**src/rtl/ls_pkg.sv**
```systemverilog
// Shared types for the load/store unit: access-size encodings, FSM states and
// the misalignment predicate used when LS_MISALIGN_TRAP_EN is defined.
package ls_pkg;

    typedef enum logic [1:0] {
        LS_WORD  = 2'b00,
        LS_HALF  = 2'b01,
        LS_BYTE  = 2'b10,
        LS_BYTEU = 2'b11
    } ls_size_e;

    typedef enum logic [2:0] {
        ST_IDLE,
        ST_RD,
        ST_WR,
        ST_RMW_RD,
        ST_RMW_WR
    } ls_state_e;

    function automatic logic ls_misaligned(input ls_size_e size, input logic [1:0] lo);
        return ((size == LS_WORD) && (lo != 2'b00)) || ((size == LS_HALF) && lo[0]);
    endfunction

endpackage

```
**src/rtl/ls_mem_unit_if.sv**
```systemverilog
// Pipeline-side request/response interface and word-memory bus interface.
// master drives the request (pipeline) or the bus (unit); slave is the other end.
interface ls_cpu_if #(parameter int ADDR_W = 32);
    logic              req_valid;
    logic              req_ready;
    logic              memwrite;
    logic              memtoreg;
    logic [1:0]        ls_ctrl;
    logic [ADDR_W-1:0] addr;
    logic [31:0]       wdata;
    logic              resp_valid;
    logic [31:0]       rdata;
    logic              misalign;

    modport master (output req_valid, memwrite, memtoreg, ls_ctrl, addr, wdata,
                    input  req_ready, resp_valid, rdata, misalign);
    modport slave  (input  req_valid, memwrite, memtoreg, ls_ctrl, addr, wdata,
                    output req_ready, resp_valid, rdata, misalign);
endinterface

interface ls_bus_if #(parameter int ADDR_W = 32);
    logic              mem_req;
    logic              mem_we;
    logic [ADDR_W-1:0] mem_addr;
    logic [31:0]       mem_wdata;
    logic [31:0]       mem_rdata;
    logic              mem_ack;

    modport master (output mem_req, mem_we, mem_addr, mem_wdata,
                    input  mem_rdata, mem_ack);
    modport slave  (input  mem_req, mem_we, mem_addr, mem_wdata,
                    output mem_rdata, mem_ack);
endinterface

```
**src/rtl/ls_align.sv**
```systemverilog
// Combinational lane logic: extracts and extends load data from a memory word,
// and merges right-aligned store data into the byte lanes of a read word.
module ls_align
    import ls_pkg::*;
(
    input  logic [1:0]  addr_lo,
    input  ls_size_e    size,
    input  logic [31:0] rd_word,
    input  logic [31:0] st_data,
    output logic [31:0] ld_data,
    output logic [31:0] st_merged
);

    logic [7:0]  w_byte;
    logic [15:0] w_half;

    always_comb begin
        w_byte  = rd_word[{addr_lo, 3'b000} +: 8];
        w_half  = rd_word[{addr_lo[1], 4'b0000} +: 16];
        ld_data = rd_word;
        case (size)
            LS_HALF:  ld_data = {{16{w_half[15]}}, w_half};
            LS_BYTE:  ld_data = {{24{w_byte[7]}}, w_byte};
            LS_BYTEU: ld_data = {24'd0, w_byte};
            default:  ld_data = rd_word;
        endcase
    end

    // Each lane either takes its slice of the store data or keeps the read byte.
    for (genvar gi = 0; gi < 4; gi++) begin : gen_lane
        localparam logic [1:0] LANE = 2'(gi);
        logic       w_lane_we;
        logic [7:0] w_lane_src;

        assign w_lane_we  = (size == LS_WORD) ? 1'b1 :
                            (size == LS_HALF) ? (addr_lo[1] == LANE[1]) :
                                                (addr_lo == LANE);
        assign w_lane_src = (size == LS_WORD) ? st_data[8*gi +: 8] :
                            (size == LS_HALF) ? st_data[8*(gi%2) +: 8] :
                                                st_data[7:0];
        assign st_merged[8*gi +: 8] = w_lane_we ? w_lane_src : rd_word[8*gi +: 8];
    end

endmodule

```
**src/rtl/ls_mem_unit.sv**
```systemverilog
// Load/store unit bridging a pipeline request to a variable-latency word memory.
// Sub-word stores use read-modify-write. Define LS_MISALIGN_TRAP_EN to trap misaligned accesses.
module ls_mem_unit
    import ls_pkg::*;
#(
    parameter int ADDR_W = 32
)(
    input  logic     clk,
    input  logic     reset_n,
    ls_cpu_if.slave  cpu,
    ls_bus_if.master bus
);

    ls_state_e         r_state, w_state_next;
    logic [ADDR_W-1:0] r_addr;
    ls_size_e          r_ctrl;
    logic [31:0]       r_wdata;
    logic [31:0]       r_mem_wdata;
    logic [31:0]       r_rdata;
    logic              r_resp_valid;
    logic              r_misalign;

    logic              w_accept;
    logic              w_trap;
    logic [31:0]       w_ld_data;
    logic [31:0]       w_merged;

`ifdef LS_MISALIGN_TRAP_EN
    assign w_trap = ls_misaligned(ls_size_e'(cpu.ls_ctrl), cpu.addr[1:0]);
`else
    assign w_trap = 1'b0;
`endif

    ls_align u_align (
        .addr_lo   (r_addr[1:0]),
        .size      (r_ctrl),
        .rd_word   (bus.mem_rdata),
        .st_data   (r_wdata),
        .ld_data   (w_ld_data),
        .st_merged (w_merged)
    );

    always_ff @(posedge clk or negedge reset_n) begin
        if (!reset_n) r_state <= ST_IDLE;
        else          r_state <= w_state_next;
    end

    // Requests with neither memwrite nor memtoreg are not accepted at all.
    always_comb begin
        w_state_next = r_state;
        w_accept     = 1'b0;
        case (r_state)
            ST_IDLE: begin
                if (cpu.req_valid && (cpu.memwrite || cpu.memtoreg)) begin
                    w_accept = 1'b1;
                    if (w_trap)
                        w_state_next = ST_IDLE;
                    else if (cpu.memwrite)
                        w_state_next = (ls_size_e'(cpu.ls_ctrl) == LS_WORD) ? ST_WR : ST_RMW_RD;
                    else
                        w_state_next = ST_RD;
                end
            end
            ST_RD:     if (bus.mem_ack) w_state_next = ST_IDLE;
            ST_WR:     if (bus.mem_ack) w_state_next = ST_IDLE;
            ST_RMW_RD: if (bus.mem_ack) w_state_next = ST_RMW_WR;
            ST_RMW_WR: if (bus.mem_ack) w_state_next = ST_IDLE;
            default:   w_state_next = ST_IDLE;
        endcase
    end

    always_ff @(posedge clk or negedge reset_n) begin
        if (!reset_n) begin
            r_addr       <= '0;
            r_ctrl       <= LS_WORD;
            r_wdata      <= '0;
            r_mem_wdata  <= '0;
            r_rdata      <= '0;
            r_resp_valid <= 1'b0;
            r_misalign   <= 1'b0;
        end else begin
            r_resp_valid <= 1'b0;
            r_misalign   <= 1'b0;
            if (w_accept) begin
                r_addr  <= cpu.addr;
                r_ctrl  <= ls_size_e'(cpu.ls_ctrl);
                r_wdata <= cpu.wdata;
                if (w_trap) begin
                    r_resp_valid <= 1'b1;
                    r_misalign   <= 1'b1;
                    r_rdata      <= '0;
                end else if (cpu.memwrite) begin
                    r_mem_wdata  <= cpu.wdata;
                end
            end
            if (bus.mem_ack) begin
                case (r_state)
                    ST_RD: begin
                        r_rdata      <= w_ld_data;
                        r_resp_valid <= 1'b1;
                    end
                    ST_RMW_RD: r_mem_wdata <= w_merged;
                    ST_WR, ST_RMW_WR: begin
                        r_rdata      <= '0;
                        r_resp_valid <= 1'b1;
                    end
                    default: ;
                endcase
            end
        end
    end

    assign cpu.req_ready  = (r_state == ST_IDLE);
    assign cpu.resp_valid = r_resp_valid;
    assign cpu.rdata      = r_rdata;
    assign cpu.misalign   = r_misalign;

    assign bus.mem_req    = (r_state != ST_IDLE);
    assign bus.mem_we     = (r_state == ST_WR) || (r_state == ST_RMW_WR);
    assign bus.mem_addr   = {r_addr[ADDR_W-1:2], 2'b00};
    assign bus.mem_wdata  = r_mem_wdata;

endmodule

```
**src/flat_wrapper.sv**
```systemverilog
// flat-port wrapper written by rule: the top's interface ports become plain ports
module ls_mem_unit_flat import ls_pkg::*;
#(
    parameter int ADDR_W = 32
)
  (clk, reset_n, cpu_req_valid, cpu_memwrite, cpu_memtoreg, cpu_ls_ctrl, cpu_addr, cpu_wdata, cpu_req_ready, cpu_resp_valid, cpu_rdata, cpu_misalign, bus_mem_req, bus_mem_we, bus_mem_addr, bus_mem_wdata, bus_mem_rdata, bus_mem_ack);
  ls_cpu_if #(.ADDR_W(ADDR_W)) cpu_i ();
  ls_bus_if #(.ADDR_W(ADDR_W)) bus_i ();
  input  logic clk;
  input  logic reset_n;
  input wire logic [$bits(cpu_i.req_valid)-1:0] cpu_req_valid;
  input wire logic [$bits(cpu_i.memwrite)-1:0] cpu_memwrite;
  input wire logic [$bits(cpu_i.memtoreg)-1:0] cpu_memtoreg;
  input wire logic [$bits(cpu_i.ls_ctrl)-1:0] cpu_ls_ctrl;
  input wire logic [$bits(cpu_i.addr)-1:0] cpu_addr;
  input wire logic [$bits(cpu_i.wdata)-1:0] cpu_wdata;
  output wire logic [$bits(cpu_i.req_ready)-1:0] cpu_req_ready;
  output wire logic [$bits(cpu_i.resp_valid)-1:0] cpu_resp_valid;
  output wire logic [$bits(cpu_i.rdata)-1:0] cpu_rdata;
  output wire logic [$bits(cpu_i.misalign)-1:0] cpu_misalign;
  output wire logic [$bits(bus_i.mem_req)-1:0] bus_mem_req;
  output wire logic [$bits(bus_i.mem_we)-1:0] bus_mem_we;
  output wire logic [$bits(bus_i.mem_addr)-1:0] bus_mem_addr;
  output wire logic [$bits(bus_i.mem_wdata)-1:0] bus_mem_wdata;
  input wire logic [$bits(bus_i.mem_rdata)-1:0] bus_mem_rdata;
  input wire logic [$bits(bus_i.mem_ack)-1:0] bus_mem_ack;
  assign cpu_i.req_valid = cpu_req_valid;
  assign cpu_i.memwrite = cpu_memwrite;
  assign cpu_i.memtoreg = cpu_memtoreg;
  assign cpu_i.ls_ctrl = cpu_ls_ctrl;
  assign cpu_i.addr = cpu_addr;
  assign cpu_i.wdata = cpu_wdata;
  assign cpu_req_ready = cpu_i.req_ready;
  assign cpu_resp_valid = cpu_i.resp_valid;
  assign cpu_rdata = cpu_i.rdata;
  assign cpu_misalign = cpu_i.misalign;
  assign bus_mem_req = bus_i.mem_req;
  assign bus_mem_we = bus_i.mem_we;
  assign bus_mem_addr = bus_i.mem_addr;
  assign bus_mem_wdata = bus_i.mem_wdata;
  assign bus_i.mem_rdata = bus_mem_rdata;
  assign bus_i.mem_ack = bus_mem_ack;
  ls_mem_unit #(.ADDR_W(ADDR_W)) u_core (.clk(clk), .reset_n(reset_n), .cpu(cpu_i), .bus(bus_i));
endmodule
```
**config.mk**
```make
export PLATFORM = sky130hd
export DESIGN_NAME = ls_mem_unit_flat
export DESIGN_NICKNAME = d
export VERILOG_FILES = /design/src/rtl/ls_pkg.sv /design/src/rtl/ls_mem_unit_if.sv /design/src/rtl/ls_align.sv /design/src/rtl/ls_mem_unit.sv /design/src/flat_wrapper.sv
export SDC_FILE = /design/constraint.sdc
export NUM_CORES = 1
export LEC_CHECK = 0
export CAP_MARGIN = 30
export CORE_ASPECT_RATIO = 1.25
export CORE_MARGIN = 5
export CORE_UTILIZATION = 48
export DETAILED_ROUTE_END_ITERATION = 7
export PLACE_DENSITY = 0.81
export SLEW_MARGIN = 10
export SYNTH_ARGS = -nofsm -noshare
export SYNTH_HDL_FRONTEND = slang
export SYNTH_SLANG_ARGS = --single-unit
export TNS_END_PERCENT = 20
```
**constraint.sdc**
```tcl
create_clock -name clk -period 1.9 [get_ports clk]
set_input_delay 0.38 -clock clk [delete_from_list [all_inputs] [get_ports clk]]
set_output_delay 0.38 -clock clk [all_outputs]
set_load 0.03 [all_outputs]
```
==> reports/metrics.yaml <==
final_layout:
  finalNonFillerCells: 1007
  final_nets: 922
  post-route-util_pct: 70.43
  fill_cells: 973
  syn_to_final_growth_pct: 44.00
  drive_gt1_share_pct: 17.45
flow_run:
  cap_violations: 0
global_routing:
  grt_remaining_overflow: 0
  track_usage_pct: 24.80
  grt_max_degree: 57
  antenna_found_initial: 1
  grt_pass1_vias: 5882
  grt_pass1_wl_um: 31470
clocking:
  clock_sinks: 134
  clk_pin_slew_ps: 60
  clk_latency_ps: 420
  cts_made_buffers: 17
  cts_tree: "yes"
  clock_path_buffers: 2
  cts-htree-levels: 4
  cts_root_buffer: "clkbuf_16"
run_status:
  outcome: "completed"
timing:
  fin_crit_sh_pct: 98.58
  slew_headroom_pct: 65.60
  skew_ps: 8.391
  min_period_ps: 1873
  hold_viol: 0
  maxSlewViolCount: 0
  setup_viol: 0
  rsz0062_at_grt: "no"
  fin_hold_ws_ps: 461.4
  max_freq_mhz: 533.9
  worstMarginPinSlew_ps: 514.0
critical_path:
  critPathMaxFanout: 2
  worstSetupPathType: "flip-flop to output port"
  r2r_start: "u_core.r_addr[0]"
  startpoint: "u_core.bus.mem_wdata[0]"
  worstSetupEndpointType: "output port"
  crit_path_cell_trace: "clkdlybuf4s50_1"
  critPathBufInv: 1
  cp_top_family: "buffers and inverters"
  crit_arrival_ps: 1490
  slowest_stage: "clkdlybuf4s50_1"
  r2r_setup_slack_ps: 130
  slowest_delay_ps: 700
  start_kind: "flip-flop"
  required_ps: 1520
placement:
  post-place-cells: 971
  place.gp.congestion: 0.9429
  dp_hpwl_um: 15380
  portBuffers: 201
die:
  num_rows: 48
  start_util_pct: 48.91
  io_pins: 205
  die-area_mm2: 0.01663
  dieHeight_um: 142.9
  fp.dieW_um: 116.3
  coreArea_mm2: 0.01387
synth:
  ys_warn_count: 0
  synth_area_per_cell_um2: 10.96
  syn_area_mm2: 0.006785
  synth-seq-area-share_pct: 49.42
  synth.distinct_cells: 45
  synthCells: 619
  ys_seq_elements: 134
route:
  drt_wl_total_um: 20380
  drc: 0
  wl_per_cell_um: 20.24
  viasPerCell: 5.697
  first_pass_iters: 5
  route.vias.total: 5737
  ant_nets: 0
  drt_iter0_drc: 514
worst_hold_path:
  min_path_type: "primary input to async pin"
power:
  p_per_area_mw_per_mm2: 1798
  vdd.ir_drop.worst_mv: 0.9176
  p_leak_nw: 4.238
through the flow:
stage / power (W) / area [um^2] / TNS, ps / worst slack (ps)
finish: 0.01756 / 9771 / 0 / 27.07
detailed placement: 0.01384 / 9051 / -3508 / -190.5
global route: 0.01843 / 9771 / 0 / 1.948
global placement: 0.01353 / 9051 / -2400 / -137.7
CTS: 0.01760 / 9732 / 0 / 6.990
floorplan: 0.01078 / 6793 / 0 / 3.886
path summary, 6_finish.rpt:
kind,to,cells past startpoint
min in group clk,u_core.cpu.rdata[24],2
setup reg to reg,u_core.bus.mem_wdata[19],5
hold / removal,u_core.r_addr[4],2
max in group asynchronous,u_core.cpu.rdata[5],3
hold reg to reg,u_core.cpu.rdata[24],2
setup / recovery,bus_mem_wdata[0],1
logic make-up (layout without fill, tap and decap cells):
family	after synthesis	in the layout	share of synthesized area (%)
and+or+nand+nor	150	150	10.11
buffers and inverters	85	295	7.782
DFF	134	134	49.42
muxes	122	122	19.62
AOI/OAI and AO/OA	126	126	12.89
other	1	4	0.05527
xor gates and xnor gates	1	1	0.1291
layer usage:
layer	routed length, um	track usage (%)
met1	7976	31.54
met2	10250	40.24
met4	666	10.14
met5	0	0
met3	1492	6.359
cell usage in the layout, fill, tap and decap left out, types with 15 or more instances in the layout:
cell | Yosys | layout
clkdlybuf4s50_1 | 0 | 193
dfrtp_1 | 134 | 134
nand2_1 | 80 | 80
mux2i_1 | 43 | 43
mux2_1 | 42 | 42
buf_4 | 38 | 39
mux2_2 | 36 | 36
nand3_1 | 26 | 26
o211ai_1 | 24 | 24
nor2_1 | 21 | 21
o21ai_0 | 20 | 20
a21oi_1 | 19 | 18
clkbuf_16 | 0 | 17
o21ai_1 | 16 | 16
a22oi_1 | 15 | 15
sequential cells by signal, indices dropped and copies added, names as in the netlist:
name                   cells
u_core.cpu.rdata          32
u_core.bus.mem_wdata      32
u_core.r_wdata            32
u_core.cpu.resp_valid      1
u_core.r_state             3
u_core.r_ctrl              2
u_core.r_addr             32
timing repair:
action	4_1_cts	5_1_grt
gates cloned	0	0
endpoints found under the hold margin	45	0
pin swaps	1	2
hold buffers	1	0
setup buffers	0	2
gates resized for setup	4	6
endpoints found under the setup margin	2	6
synthesized netlist by cell type (all sizes together):
master	n	area (um^2)
mux2i	43	430.4
nand2b	4	25.02
nor2	22	90.09
nor2b	3	26.27
o211a	1	10.01
nand4b	1	8.760
a21o	2	15.01
a22o	2	17.52
o211ai	25	192.7
a221o	7	70.07
conb	1	3.750
mux2	78	878.3
and2	1	6.260
or2	1	6.260
xor2	1	8.760
nand3	26	130.1
buf	60	434.2
mux4	1	22.52
or4b	1	10.01
a21oi	21	120.1
a22oi	15	112.6
inv	11	41.29
and3	2	12.51
a221oi	6	52.55
nand2	80	300.3
clkbuf	14	52.55
o21ai	47	284.0
nand4bb	1	11.26
nor3	7	46.30
nor3b	1	12.51
dfrtp	134	3353
area by class of cell:
class	count	area, um^2	area share, %
Timing Repair Buffer	252	2559	26.19
Antenna cell	1	2.502	0.02561
Multi-Input combinational cell	402	2930	29.99
Clock inverter	11	195.2	1.998
Sequential cell	134	3353	34.32
Tap cell	175	219.0	2.241
Clock buffer	21	470.5	4.815
Inverter	11	41.29	0.4226
report_power, final:
| part | internal (W) | switching (W) | total, W |
|---|---|---|---|
| Sequential | 0.00417 | 0.000911 | 0.00508 |
| Clock | 0.00244 | 0.00125 | 0.00369 |
| Combinational | 0.00396 | 0.00484 | 0.00880 |
| Total | 0.0106 | 0.00700 | 0.0176 |
Note: power is estimated with default switching activity, not from simulation.
